`config.mk`:
```
export PLATFORM = sky130hd
export DESIGN_NAME = uart_rx
export DESIGN_NICKNAME = d
export VERILOG_FILES = /design/src/rtl/uart_pkg.sv /design/src/rtl/uart_rx_baud.sv /design/src/rtl/uart_rx.sv
export SDC_FILE = /design/constraint.sdc
export NUM_CORES = 1
export LEC_CHECK = 0
export ABC_AREA = 1
export CORE_MARGIN = 8
export CORE_UTILIZATION = 45
export DETAILED_ROUTE_END_ITERATION = 7
export PLACE_DENSITY = 0.76
export SETUP_SLACK_MARGIN = 0.5
export SLEW_MARGIN = 20
export SYNTH_ARGS = -nofsm -noshare
export SYNTH_HDL_FRONTEND = slang
export SYNTH_SLANG_ARGS = --single-unit
```
`constraint.sdc`:
```
create_clock -name clk -period 2.5 [get_ports clk]
set_clock_uncertainty 0.1 [all_clocks]
set_input_delay 0.75 -clock clk [delete_from_list [all_inputs] [get_ports clk]]
set_output_delay 0.75 -clock clk [all_outputs]
set_load 0.01 [all_outputs]
```
`src/rtl/uart_pkg.sv`:
```
// Shared UART definitions: FSM state encoding and frame/oversample constants,
// common to the TX and RX blocks.
package uart_pkg;

   typedef enum logic [1:0] {
      StIdle  = 2'd0,
      StStart = 2'd1,
      StData  = 2'd2,
      StStop  = 2'd3
   } uart_state_e;

   localparam int unsigned OVERSAMPLE = 16;
   localparam int unsigned MID_SAMPLE = 7;
   localparam int unsigned DATA_BITS  = 8;

endpackage

```
`src/rtl/uart_rx_baud.sv`:
```
// 16x-oversample tick generator: counts 0..BAUD_DIV-1 and pulses tick at the top.
// clr restarts the count so sampling phase aligns to the detected start edge.
module uart_rx_baud #(
   parameter int unsigned BAUD_DIV = 27
) (
   input  logic clk,
   input  logic rst,
   input  logic clr,
   output logic tick
);

   localparam int unsigned CntW = (BAUD_DIV > 1) ? $clog2(BAUD_DIV) : 1;

   logic [CntW-1:0] cnt_q, cnt_d;

   assign tick = (cnt_q == CntW'(BAUD_DIV - 1));

   always_comb begin
      cnt_d = cnt_q + 1'b1;
      if (clr || tick) begin
         cnt_d = '0;
      end
   end

   always_ff @(posedge clk or negedge rst) begin
      if (!rst) begin
         cnt_q <= '0;
      end else begin
         cnt_q <= cnt_d;
      end
   end

endmodule

```
`src/rtl/uart_rx.sv`:
```
// 8N1 UART receiver: 2-flop synchronizer, 16x oversampling FSM, shift register
// and one-cycle we / frame_err / overrun strobes toward a downstream FIFO.
module uart_rx
   import uart_pkg::*;
#(
   parameter int unsigned BAUD_DIV = 27
) (
   input  logic       clk,
   input  logic       rst,
   input  logic       rx,
   input  logic       full,
   output logic [7:0] data_o,
   output logic       we,
   output logic       frame_err,
   output logic       overrun,
   output logic       busy
);

   uart_state_e state_q, state_d;
   logic       rx_s1_q, rx_s2_q, rx_prev_q;
   logic [3:0] os_q, os_d;
   logic [2:0] idx_q, idx_d;
   logic [7:0] shift_q, shift_d;
   logic [7:0] data_q, data_d;
   logic       good_q, good_d;
   logic       ferr_q, ferr_d;
   logic       tick;
   logic       clr;

   uart_rx_baud #(
      .BAUD_DIV(BAUD_DIV)
   ) u_baud (
      .clk (clk),
      .rst (rst),
      .clr (clr),
      .tick(tick)
   );

   always_comb begin
      state_d = state_q;
      os_d    = os_q;
      idx_d   = idx_q;
      shift_d = shift_q;
      good_d  = 1'b0;
      ferr_d  = 1'b0;
      clr     = 1'b0;
      // A good byte is resolved against full in the strobe cycle itself, so we
      // can never coincide with full and the byte is never silently dropped.
      data_d  = data_q;
      if (good_q && !full) begin
         data_d = shift_q;
      end
      case (state_q)
         StIdle: begin
            if (rx_prev_q && !rx_s2_q) begin
               state_d = StStart;
               os_d    = '0;
               clr     = 1'b1;
            end
         end
         StStart: begin
            if (tick) begin
               if (os_q == 4'(MID_SAMPLE)) begin
                  if (!rx_s2_q) begin
                     state_d = StData;
                     os_d    = '0;
                     idx_d   = '0;
                  end else begin
                     state_d = StIdle;
                  end
               end else begin
                  os_d = os_q + 4'd1;
               end
            end
         end
         StData: begin
            if (tick) begin
               os_d = os_q + 4'd1;
               if (os_q == 4'(OVERSAMPLE - 1)) begin
                  shift_d[idx_q] = rx_s2_q;
                  if (idx_q == 3'(DATA_BITS - 1)) begin
                     state_d = StStop;
                  end else begin
                     idx_d = idx_q + 3'd1;
                  end
               end
            end
         end
         StStop: begin
            if (tick) begin
               os_d = os_q + 4'd1;
               if (os_q == 4'(OVERSAMPLE - 1)) begin
                  state_d = StIdle;
                  good_d  = rx_s2_q;
                  ferr_d  = !rx_s2_q;
               end
            end
         end
         default: state_d = StIdle;
      endcase
   end

   always_ff @(posedge clk or negedge rst) begin
      if (!rst) begin
         state_q   <= StIdle;
         rx_s1_q   <= 1'b1;
         rx_s2_q   <= 1'b1;
         rx_prev_q <= 1'b1;
         os_q      <= '0;
         idx_q     <= '0;
         shift_q   <= '0;
         data_q    <= '0;
         good_q    <= 1'b0;
         ferr_q    <= 1'b0;
      end else begin
         state_q   <= state_d;
         rx_s1_q   <= rx;
         rx_s2_q   <= rx_s1_q;
         rx_prev_q <= rx_s2_q;
         os_q      <= os_d;
         idx_q     <= idx_d;
         shift_q   <= shift_d;
         data_q    <= data_d;
         good_q    <= good_d;
         ferr_q    <= ferr_d;
      end
   end

   assign data_o    = data_d;
   assign we        = good_q && !full;
   assign overrun   = good_q && full;
   assign frame_err = ferr_q;
   assign busy      = (state_q != StIdle);

endmodule

```
==> key figures <==
Global routing
  • GR Overflow Total: 0
  • Largest net degree at the start of global routing: 36
  • Total GRT Usage: 12.4%
  • Initial antenna violation count: 0
  • Number of global-route vias before repair: 1407
  • First-pass GRT wire length: 6300 um

Critical path
  • R2R cell count: 9
  • Reg2reg setup slack: 0.84 ns
  • Slowest cell delay on critical path: 0.14 ns
  • Critical path class: in -> out
  • Critical Path Start Type: input pin
  • Worst path cell trace: buf_8, nor2_4, buf_6, nand2_4, nand2_2, buf_6
  • Most frequent CP cell: buf_6
  • Slowest cell on crit path: nor2_4
  • CP max FO: 3
  • Reg2Reg Launch Point: idx_q[0]
  • WP data required: 1.65 ns
  • Delay-heaviest family, CP: buffers and inverters
  • Worst path bufs/invs: 3
  • Critical Path AT: 1.37 ns
  • Nature of the critical path endpoint: primary output

Timing
  • Fmax: 451 MHz
  • RSZ-0062 raised after global routing: true
  • Min Tclk post-route: 2.22 ns
  • Period utilization: 88.7%
  • Worst Tran Pin Value: 0.434 ns
  • Final-report setup violation count: 0
  • Worst Slack Setup Final: 0.283 ns
  • Pins over their slew limit: 0
  • Fin Setup TNS: 0 ns
  • Hold Vio Cnt, Final: 0
  • Max-slew headroom: 71.1%

Clock tree
  • CTS Buf Count: 5
  • Hold buffers post-CTS: 0
  • Clock-pin slew on the worst setup and hold paths: 0.07 ns
  • # H-tree levels: 2
  • CTS tree: yes
  • Max clock buf depth: 2
  • Clk sinks: 35
  • Insertion delay to the later sink of the worst-skew pair: 0.28 ns
  • Root buf cell: clkbuf_8

Synth
  • Post-Synthesis Cells: 214
  • Net Count, Synth: 223
  • Synth warn: 0
  • Synthesized area: 1800 um^2
  • #FFs+latches synth: 35
  • Register area share after synthesis: 49.0%
  • Synth cell types: 26
  • Post-Syn Area per Cell: 8.40 um^2

Job
  • Max_cap viols: 0

Routing
  • Total wire length: 3510 um
  • Initial DRC Count: 80
  • DR vias/cell: 4.80
  • ANT nets after route: 0
  • Post-DR wirelength/cell: 12.0 um
  • Post-route DRC: 0
  • Via Count: 1407
  • Detailed-router iteration count before antenna repair: 4

Hold path
  • Hold Crit Depth: 0
  • HP Start: rx_s1_q
  • Worst hold endpoint: rx_s2_q
  • HP Class: reg -> reg

Layout
  • Fill count: 352
  • Multi-input logic area: 867 um^2
  • Reg area: 881 um^2
  • Final Util: 56.8%
  • P&R area growth vs syn: 23.7%
  • Non-Filler Instances: 293
  • Nets: 251
  • Layout cells sized above 1: 30.5%
  • Antenna Cells: 0

Die
  • Die Wd: 79.2 um
  • I/O Pins: 16
  • Die height: 79.2 um
  • Full die area: 6270 um^2
  • Initial Util: 45.9%
  • Core area: 3910 um^2
  • # rows: 23

Run status
  • Status: finished clean

Power
  • Share of total power in combinational logic: 33.0%
  • Max IR drop VDD: 455 uV
  • Internal: 1.17 mW
  • Seq pwr share: 39.5%
  • Switch Pwr: 661 uW
  • Clock power frac: 27.5%
  • Sw Ratio: 36.0%
  • Pwr dens: 825 nW/um^2
  • Leakage: 1.19 nW

Place
  • Placement Setup Slack: -0.532 ns
  • Hpwl dp: 2370 um
  • Buffers on Ports: 15
  • Placed cells: 278
  • GPL Wtd Cong: 0.878
state kept, by name, indices dropped and copies added, names as in the netlist, named ones only:
name          cells
data_q            8
rx_prev_q         1
state_q           1
frame_err         1
good_q            1
os_q              4
idx_q             3
rx_s2_q           1
u_baud.cnt_q      5
rx_s1_q           1
shift_q           8
worst reg2reg max path: stages, from the launching register on:
cell	delay, ns
dfrtp_1	0.56
ha_1	0.21
ha_1	0.13
inv_1	0.04
nand2_1	0.10
nand2_1	0.07
nor2_2	0.16
nand3_1	0.09
nand2_1	0.06
nand2_1	0.04
synthesized netlist by cell type:
cell type   n  area (um^2)
inv_1      14         52.6
nand3_1    16         80.1
nand2_2     5         31.3
nor2_1     14         52.6
nor3b_1     1         7.51
dfstp_2     3         78.8
nor2_8      2         40.0
ha_1        5         62.6
nor2_2      5         31.3
nand2_4     1         11.3
clkinv_1    1         3.75
o21ai_0     4         20.0
nand4_1    13         81.3
xor2_1      2         17.5
nand3_2     3         30.0
inv_4       1         6.26
o21ai_1     2         10.0
nand2_1    76          285
buf_2       2         10.0
xnor2_1     2         17.5
inv_2       5         18.8
buf_6       2         22.5
o21ai_2     1         8.76
dfrtp_1    32          801
a21oi_1     1         5.00
nor2_4      1         11.3
repair_timing:
action,4_1_cts,5_1_grt
buffers inserted,5,1
endpoints found under the setup margin,12,10
gates resized for setup,65,6
pin swaps,6,2
cloned,1,0
logic make-up after synthesis:
group | count (synthesis) | synth area share (%)
DFF | 35 | 49.0
AOI/OAI and AO/OA | 8 | 2.44
buffers and inverters | 25 | 6.34
and+or+nand+nor | 137 | 36.8
xor gates and xnor gates | 4 | 1.95
adders and majority gates | 5 | 3.48
metal layers:
layer	GRT usage, %	vias to the layer above	share of wire, %
met5	0	-	0
met4	5.19	0	1.7
met3	3.61	6	3.9
met2	20.5	15	47
met1	14.7	649	47
li1	-	737	-
worst max-delay path by stage:
| stage | startpoint | cells after the start | to |
|---|---|---|---|
| finish | full | 6 | data_o[4] |
| global route | full | 6 | data_o[6] |
| CTS | full | 6 | data_o[4] |
| detailed placement | full | 6 | data_o[4] |
| global placement | full | 6 | data_o[2] |
| floorplan | full | 4 | data_o[0] |
power by group through the flow:
stage	clock, mW	combinational, mW	sequential, mW
after floorplan	0	0.461	0.722
after global placement	0	0.549	0.740
after detailed placement	0	0.569	0.745
after CTS	0.516	0.611	0.725
after global routing	0.541	0.677	0.738
final	0.504	0.606	0.726
layout by cell type, fill, tap and decap left out, drive strengths merged, types with 5 or more instances in the layout:
cell and count:
ha 5, inv 20, o21ai 7, clkbuf 5, nand4 13, buf 20, dfrtp 32, nor2 23
nand2 82, nand3 19
through the flow:
stage                     power [mW]  hold WS, ns  area [um^2]
after floorplan                 1.18        0.245         1820
after global placement          1.29        0.246         2020
after detailed placement        1.31        0.249         2020
after CTS                       1.85        0.259         2200
after global routing            1.96        0.265         2220
final                           1.84        0.257         2220
final cells by class:
cell class | instances | area share (%)
sequential | 35 | 39.6
multi-input combinational | 155 | 39.0
timing repair buffer | 24 | 9.74
inverter | 21 | 3.77
clock buffer | 5 | 3.10
tap | 50 | 2.81
clock inverter | 3 | 1.97
No activity file was read; power rests on OpenSTA's default activity.
